$ cat config.mk
export PLATFORM = sky130hd
export DESIGN_NAME = rf_seq
export DESIGN_NICKNAME = d
export VERILOG_FILES = /design/src/rtl/rf_seq_pkg.sv /design/src/rtl/rf_seq_ostage.sv /design/src/rtl/rf_seq.sv
export SDC_FILE = /design/constraint.sdc
export NUM_CORES = 1
export LEC_CHECK = 0
export BUFFER_PORTS_ARGS = -buffer_cell sky130_fd_sc_hd__buf_2
export CAP_MARGIN = 25
export CORE_ASPECT_RATIO = 1.2
export CORE_MARGIN = 3
export CORE_UTILIZATION = 46
export CTS_BUF_LIST = sky130_fd_sc_hd__clkbuf_16
export CTS_CLUSTER_DIAMETER = 120
export DETAILED_ROUTE_END_ITERATION = 7
export MAX_ROUTING_LAYER = met4
export PLACE_DENSITY = 0.79
export RECOVER_POWER = 25
export SETUP_SLACK_MARGIN = 0.05
export SLEW_MARGIN = 20
export SYNTH_ARGS = -nofsm -noshare
export SYNTH_HDL_FRONTEND = slang
export SYNTH_SLANG_ARGS = --single-unit
$ cat constraint.sdc
create_clock -name clk -period 2.1 [get_ports clk]
set_clock_uncertainty 0.05 [all_clocks]
set_input_delay 0.21 -clock clk [delete_from_list [all_inputs] [get_ports clk]]
set_output_delay 0.21 -clock clk [all_outputs]
set_load 0.03 [all_outputs]
$ cat src/rtl/rf_seq_pkg.sv
// Shared types and sizes for the register-file block sequencer.
package rf_seq_pkg;

  localparam int RF_DW = 8;
  localparam int RF_PW = 4;

  typedef enum logic [1:0] {
    CLEAR = 2'b00,
    LOAD  = 2'b01,
    DUMP  = 2'b10,
    RSVD  = 2'b11
  } rf_op_t;

  typedef enum logic [2:0] {
    ST_IDLE,
    ST_CLEAR,
    ST_LOAD,
    ST_DUMP,
    ST_DONE
  } rf_seq_state_t;

endpackage

$ cat src/rtl/rf_seq_ostage.sv
// One-entry valid/ready output register for the DUMP byte stream.
module rf_seq_ostage #(
  parameter int DW = 8
) (
  input  logic          clk,
  input  logic          rst_n,
  input  logic          i_load,
  input  logic [DW-1:0] i_data,
  input  logic          i_ready,
  output logic          o_can_load,
  output logic          o_valid,
  output logic [DW-1:0] o_data
);

  logic          r_valid;
  logic [DW-1:0] r_data;

  // A new byte may enter when the slot is empty or being drained this cycle.
  assign o_can_load = !r_valid || i_ready;

  // NOTE: sequential state uses non-blocking assignments so every flop samples pre-edge values.
  always_ff @(posedge clk) begin
    if (!rst_n) begin
      r_valid <= 1'b0;
      r_data  <= '0;
    end else if (i_load) begin
      r_valid <= 1'b1;
      r_data  <= i_data;
    end else if (i_ready) begin
      r_valid <= 1'b0;
    end
  end

  assign o_valid = r_valid;
  assign o_data  = r_data;

endmodule

$ cat src/rtl/rf_seq.sv
// Register-file block sequencer (CLEAR / LOAD / DUMP over a wrapping range).
// Optional checksum accumulator enabled by defining RF_SEQ_CSUM_EN.
module rf_seq
  import rf_seq_pkg::*;
#(
  parameter int PW = RF_PW,
  parameter int DW = RF_DW
) (
  input  logic          clk,
  input  logic          rst_n,
  input  logic          cmd_valid,
  output logic          cmd_ready,
  input  logic [1:0]    cmd_op,
  input  logic [PW-1:0] cmd_base,
  input  logic [PW:0]   cmd_len,
  input  logic          in_valid,
  output logic          in_ready,
  input  logic [DW-1:0] in_data,
  output logic          out_valid,
  input  logic          out_ready,
  output logic [DW-1:0] out_data,
  output logic          rf_wr_en,
  output logic [PW-1:0] rf_addr,
  output logic [DW-1:0] rf_wdat,
  input  logic [DW-1:0] rf_rdat,
  output logic          busy,
  output logic          done,
  output logic [DW-1:0] csum
);

  localparam logic [PW:0] MAX_LEN = {1'b1, {PW{1'b0}}};
  localparam logic [PW:0] ONE     = {{PW{1'b0}}, 1'b1};

  rf_seq_state_t r_state, w_next_state;
  logic [PW-1:0] r_ptr;
  logic [PW:0]   r_cnt;

  logic          w_accept;
  logic [PW:0]   w_len;
  logic          w_in_hs;
  logic          w_out_hs;
  logic          w_can_load;
  logic          w_load;
  logic          w_step;

  assign w_accept = cmd_valid && cmd_ready;
  assign w_len    = (cmd_len > MAX_LEN) ? MAX_LEN : cmd_len;
  assign w_in_hs  = in_valid && in_ready;
  assign w_out_hs = out_valid && out_ready;
  // In DUMP the count tracks fetches; the last byte may still sit in the output stage.
  assign w_load   = (r_state == ST_DUMP) && (r_cnt != '0) && w_can_load;
  assign w_step   = (r_state == ST_CLEAR) || ((r_state == ST_LOAD) && in_valid) || w_load;

  always_ff @(posedge clk) begin
    if (!rst_n) r_state <= ST_IDLE;
    else        r_state <= w_next_state;
  end

  // NOTE: every signal driven in always_comb gets a default first so no latch is inferred.
  always_comb begin
    w_next_state = r_state;
    case (r_state)
      ST_IDLE: begin
        if (w_accept) begin
          if (w_len == '0 || rf_op_t'(cmd_op) == RSVD) w_next_state = ST_DONE;
          else if (rf_op_t'(cmd_op) == CLEAR)          w_next_state = ST_CLEAR;
          else if (rf_op_t'(cmd_op) == LOAD)           w_next_state = ST_LOAD;
          else                                         w_next_state = ST_DUMP;
        end
      end
      ST_CLEAR: if (r_cnt == ONE) w_next_state = ST_DONE;
      ST_LOAD:  if (in_valid && r_cnt == ONE) w_next_state = ST_DONE;
      ST_DUMP:  if (r_cnt == '0 && w_out_hs) w_next_state = ST_DONE;
      ST_DONE:  w_next_state = ST_IDLE;
      default:  w_next_state = ST_IDLE;
    endcase
  end

  always_comb begin
    rf_wr_en = 1'b0;
    rf_addr  = '0;
    rf_wdat  = '0;
    case (r_state)
      ST_CLEAR: begin
        rf_wr_en = rst_n;
        rf_addr  = r_ptr;
      end
      ST_LOAD: begin
        rf_wr_en = in_valid && rst_n;
        rf_addr  = r_ptr;
        rf_wdat  = in_data;
      end
      ST_DUMP:  rf_addr = r_ptr;
      default:  ;
    endcase
  end

  assign in_ready  = (r_state == ST_LOAD) && rst_n;
  assign cmd_ready = (r_state == ST_IDLE);
  assign busy      = (r_state != ST_IDLE);
  assign done      = (r_state == ST_DONE);

  // Pointer wraps naturally at 2**PW.
  always_ff @(posedge clk) begin
    if (!rst_n) begin
      r_ptr <= '0;
      r_cnt <= '0;
    end else if (w_accept) begin
      r_ptr <= cmd_base;
      r_cnt <= w_len;
    end else if (w_step) begin
      r_ptr <= r_ptr + 1'b1;
      r_cnt <= r_cnt - ONE;
    end
  end

  rf_seq_ostage #(.DW(DW)) u_ostage (
    .clk        (clk),
    .rst_n      (rst_n),
    .i_load     (w_load),
    .i_data     (rf_rdat),
    .i_ready    (out_ready),
    .o_can_load (w_can_load),
    .o_valid    (out_valid),
    .o_data     (out_data)
  );

`ifdef RF_SEQ_CSUM_EN
  logic [DW-1:0] r_csum;

  always_ff @(posedge clk) begin
    if (!rst_n)                              r_csum <= '0;
    else if (w_accept)                       r_csum <= '0;
    else if (r_state == ST_LOAD && w_in_hs)  r_csum <= r_csum + in_data;
    else if (r_state == ST_DUMP && w_out_hs) r_csum <= r_csum + out_data;
  end

  assign csum = r_csum;
`else
  assign csum = '0;
`endif

endmodule
==> impl_metrics.toml, run 1 <==
[final_layout]
area_growth_pct = 35.18
layout-drive-gt1-share = 0.3568
nets = 264
fin_cells = 261
fin_util = 0.6574
diodes = 0

[global_routing]
antenna_found_initial = 0
grt_max_degree = 25
first_global_vias = 1247
grt_overflow = 0
track_usage = 0.1936
grt_pass1_wl_um = 5554

[clock_network]
cts_tree = "built"
cts_root_buffer = "clkbuf_16"
clockBufferDepth = 2
cts_buffers = 3
cts_hold_buf = 0
htreeDepth = 1
clk_latency_ps = 250
clkSinkCount = 21
clk_pin_slew_worst_paths_ps = 60

[power_and_ir_drop]
total_power_mw = 2.114
powerDensity_mw_per_mm2 = 1133
peakVddDrop_v = 0.0007635
p_leak_nw = 0.8177

[sta]
rsz0062_at_grt = "yes"
max_freq_mhz = 498.8
layout_min_cycle_time_ps = 2005
hold_viol_final = 0
whs_ps = 112.8
setup-tns-final_ps = 0
finalCritPeriodShare = 0.9547
setup_viol = 0
drv_slew = 0

[setup_path]
cp_cell_sequence = "inv_2 > ha_4 > or4b_4 > a311oi_4 > buf_12 > nor4b_1 > a211o_1"
criticalPathCategory = "flip-flop to flip-flop"
path_max_fanout = 7
crit_arrival_ps = 2100
critPathLaunchType = "flip-flop"
worstPathRequired_ps = 2200
rrSetupSlack_ps = 100
cpPeakStageDelay_ps = 490
critPathSlowestCell = "or4b_4"
critPathCaptureType = "flip-flop"

[synth]
synth.avg_cell_area_um2 = 8.467
synth_edf_count = 0
ys_async_sr_fraction = 0
yosysUniqueCellTypes = 45
netlist_instances = 163
ys_seq_elements = 21
synth_ff_type = "dfxtp_1"
ys_seq_area_frac = 0.3046
yosys_warnings = 0
synthesis.area_mm2 = 0.001380

[routing]
postRouteAntennaNets = 0
drcViolationCount = 0
via_count = 1430
firstDrtPassIters = 4
wl_per_cell_um = 14.57
viasPerCell = 5.479
drtIter0Drc = 61
totalWireLength_um = 3802

[floorplan]
coreArea_mm2 = 0.002838
fp-row-count = 21
die_h_um = 66
initial_core_util = 0.4863
pin_count = 66
floorplan.die_area_mm2 = 0.003696
die_x_um = 56

[placed_design]
hpwl_um = 2624
dp.cells = 253
portBuffers = 57
gp_congestion = 0.8316

[worst_hold_path]
hold_path.class = "primary input to flip-flop"

[outcome]
status = "finished, final reports clean"

[run]
max_cap_violations = 0
==> area by class of cell <==
| cell class | count | area, um2 |
|---|---|---|
| Timing Repair Buffer | 71 | 404.1 |
| Clock buffer | 3 | 75.07 |
| Fill cell | 255 | 972.2 |
| Sequential cell | 21 | 421.7 |
| Multi-Input combinational cell | 126 | 898.4 |
| Tap cell | 34 | 42.54 |
| Inverter | 5 | 18.77 |
| Clock inverter | 1 | 5.005 |
==> state kept, by name, indices dropped and copies added (netlist names) <==
register          flops
r_cnt                 5
r_ptr                 4
r_state               3
u_ostage.o_data       8
u_ostage.o_valid      1
==> stage by stage <==
step	instance area, um2	setup slack, ps
final	1866	95.22
after global routing	1866	18.96
after CTS	1793	71.66
after detailed placement	1713	95.92
after global placement	1713	161.3
after floorplan	1406	170.7
==> what timing repair did <==
action                                  4_1_cts  5_1_grt
endpoints found under the hold margin         0        0
gates resized for setup                       0       10
endpoints found under the setup margin        0        7
setup buffers                                 0        3
==> worst max-delay path: cells and delay by family (launching register included) <==
family          cells  cell delay [ps]
compound gates      2              610
simple gates        2              540
flops               1              330
buf+inv             2              250
fa+ha+maj           1              130
==> worst paths after layout <==
check                                            from               endpoint  cells past startpoint
worst max register to register  r_cnt[1]$_SDFFE_PN0P_  r_cnt[3]$_SDFFE_PN0P_                      7
worst min register to register  r_ptr[3]$_SDFFE_PN0P_  r_ptr[3]$_SDFFE_PN0P_                      2
worst min-delay path                       cmd_len[2]  r_cnt[2]$_SDFFE_PN0P_                      3
worst max-delay path            r_cnt[1]$_SDFFE_PN0P_  r_cnt[3]$_SDFFE_PN0P_                      7
==> cell usage after synthesis (2+ instances only) <==
cell type | number | share of area
nor3_1 | 4 | 0.015
o21ai_0 | 11 | 0.040
nand3_1 | 6 | 0.022
buf_4 | 8 | 0.044
nor4b_1 | 2 | 0.013
mux2i_1 | 11 | 0.080
or4_2 | 3 | 0.019
ha_1 | 4 | 0.036
nand2_1 | 11 | 0.030
a21oi_1 | 2 | 0.0073
inv_1 | 5 | 0.014
o31ai_1 | 2 | 0.011
nor2_1 | 7 | 0.019
dfxtp_1 | 21 | 0.30
clkbuf_1 | 6 | 0.016
buf_2 | 3 | 0.011
or3_2 | 2 | 0.011
and2_1 | 13 | 0.059
a31oi_1 | 7 | 0.032
nor2b_1 | 10 | 0.045
==> report_power, final <==
group | total (mW) | internal (mW) | leakage (nW) | switching, mW
clock network | 0.402 | 0.256 | 0.0409 | 0.147
logic | 1.16 | 0.504 | 0.605 | 0.653
registers | 0.555 | 0.473 | 0.172 | 0.0816
==> cells by family after synthesis <==
| kind of cell | synth area share |
|---|---|
| compound gates | 0.1596 |
| buf+inv | 0.09247 |
| flops | 0.3046 |
| mux | 0.07979 |
| fa+ha+maj | 0.03627 |
| other cells | 0.002717 |
| xor+xnor | 0.006347 |
| simple gates | 0.3183 |
==> routing by layer <==
metal	wire length (um)	global-route usage	part of all wire
met1	1568	0.2325	0.41
met2	1902	0.3158	0.50
met3	238	0.04492	0.063
met4	93	0.07418	0.024
met5	0	-	0
==> cells in the final DEF (no fill, tap or decap), types with 2 or more instances in the layout <==
cell type,n
dfxtp_1,20
nand3_1,6
o31ai_1,2
and2_1,13
buf_4,11
inv_2,2
conb_1,8
ha_1,3
a31oi_1,7
or4_2,3
nand2_1,11
or4b_4,2
inv_1,3
buf_2,47
nor3_1,4
nor2_1,7
clkbuf_16,4
clkbuf_1,11
nor2b_1,10
a21oi_1,2
o21ai_0,10
nor4b_1,2
or3_2,2
mux2i_1,11
Note: power is estimated with default switching activity, not from simulation.
==> run 2: changes to the inputs <==
clock period = 2 ns   (was 2.1 ns; I/O delays follow)
==> run 2 against run 1 <==
Sequential power up 5.6%. Highest routed layer unchanged. Total power up 7.8%. Largest power group unchanged. Die area unchanged. Cell area up 2.3%. Non-clock buffer count up 3. Setup slack worse by 95 ps. Largest cell class unchanged. Clock power up 4%. Critical path depth unchanged. Flip-flop and latch count unchanged. Routed wire length up 8.9%.
==> impl_metrics.toml, run 2 (synthesis results as in run 1) <==
[setup_path]
crit_arrival_ps = 2100
critPathSlowestCell = "or4b_4"
worstPathRequired_ps = 2100
criticalPathCategory = "flip-flop to flip-flop"
cpPeakStageDelay_ps = 500
cp_cell_sequence = "inv_4 > buf_4 > ha_1 > or4b_4 > a211oi_2 > nor2_1 > a311oi_1"
critPathCaptureType = "flip-flop"
critPathLaunchType = "flip-flop"
path_max_fanout = 4

[floorplan]
die_x_um = 56
die_h_um = 66
pin_count = 66
coreArea_mm2 = 0.002838
initial_core_util = 0.4863
fp-row-count = 21
floorplan.die_area_mm2 = 0.003696

[final_layout]
fin_area_mm2 = 0.001909
layout-drive-gt1-share = 0.3913
mostFrequentLayoutCell = "buf_2"
multi_input_area_um2 = 925.9
diodes = 0
layout_common_cells = "buf_2, dfxtp_1, buf_4"
fin_util = 0.6728
fin_cells = 264
largest_register_ff_count = 8
nets = 267
area_growth_pct = 38.35
seqCellArea_um2 = 422.9
fillers = 252

[global_routing]
grt_pass1_wl_um = 5961
antenna_found_initial = 0
track_usage = 0.2061
grt_overflow = 0
first_global_vias = 1329
grt_max_degree = 17

[routing]
totalWireLength_um = 4141
viasPerCell = 5.462
wl_per_cell_um = 15.69
firstDrtPassIters = 4
postRouteAntennaNets = 0
via_count = 1442
drtIter0Drc = 108
drcViolationCount = 0

[sta]
layout_min_cycle_time_ps = 2000
whs_ps = 110.1
finalCritPeriodShare = 0.9998
max_freq_mhz = 500.1
setup_viol = 0
drv_slew = 0
rsz0062_at_grt = "yes"
hold_viol_final = 0

[clock_network]
cts_root_buffer = "clkbuf_16"
clkSinkCount = 21
clockBufferDepth = 2
cts_tree = "built"
clk_pin_slew_worst_paths_ps = 60
cts_hold_buf = 0
clk_latency_ps = 250
htreeDepth = 1
cts_buffers = 3

[power_and_ir_drop]
powerDensity_mw_per_mm2 = 1194
peakVddDrop_v = 0.0007574
p_leak_nw = 0.8351

[placed_design]
dp.cells = 253
portBuffers = 57
gp_congestion = 0.7968
placedInstanceArea_mm2 = 0.001700
hpwl_um = 2608

[run]
max_cap_violations = 0

[outcome]
status = "finished, final reports clean"

[worst_hold_path]
hold_path.class = "primary input to flip-flop"
==> run 2: cell type report <==
type / count / share of cell area
repair buffers: 74 / 0.2169
flip-flops and latches: 21 / 0.2215
clock buffers: 3 / 0.03932
clock inverters: 1 / 0.001966
inverters: 5 / 0.01311
well taps: 34 / 0.02228
multi-input cells: 126 / 0.4849
==> run 2: worst max-delay path, delay by kind of cell (launching register included) <==
kind | cells | cell delay [ps]
AND/OR/NAND/NOR | 2 | 600
buffers and inverters | 2 | 190
AO/OA/AOI/OAI | 2 | 560
flip-flops | 1 | 340
adder cells (fa/ha/maj) | 1 | 160
==> run 2: metal layers <==
| metal | vias up | wire length, um | GRT usage |
|---|---|---|---|
| met5 | - | 0 | - |
| met4 | 0 | 98 | 0.07418 |
| met3 | 13 | 223 | 0.02734 |
| met2 | 71 | 2162 | 0.3670 |
| met1 | 654 | 1657 | 0.2369 |
| li1 | 704 | - | - |
==> run 2: power by group <==
| group | switching (mW) | internal [mW] | total, mW |
|---|---|---|---|
| Clock | 0.152 | 0.266 | 0.418 |
| Combinational | 0.726 | 0.549 | 1.27 |
| Sequential | 0.0873 | 0.499 | 0.586 |
==> run 2: metrics by stage <==
stage | total power [mW] | setup slack [ps] | setup TNS [ps]
after floorplan | 1.311 | 70.74 | 0
after global placement | 1.559 | 30.99 | 0
after detailed placement | 1.583 | -31.95 | -50.06
after CTS | 2.106 | 63.88 | 0
after global routing | 2.413 | -61.28 | -175.3
final | 2.279 | 0.3140 | 0
==> run 2: final timing paths <==
kind	start	to	slack, ps	cells past startpoint
max reg2reg	r_cnt[1]$_SDFFE_PN0P_	r_state[2]$_SDFFE_PN0P_	0.3	7
min reg2reg	u_ostage.o_data[6]$_SDFFE_PN0P_	u_ostage.o_data[6]$_SDFFE_PN0P_	470	2
min	cmd_len[2]	r_cnt[2]$_SDFFE_PN0P_	110	3
max	r_cnt[1]$_SDFFE_PN0P_	r_state[2]$_SDFFE_PN0P_	0.3	7
==> run 2: repair_timing <==
action                                  CTS  global route
gates resized for setup                   7            14
setup buffers                             2             5
pin swaps                                 2             7
endpoints found under the setup margin    8            19
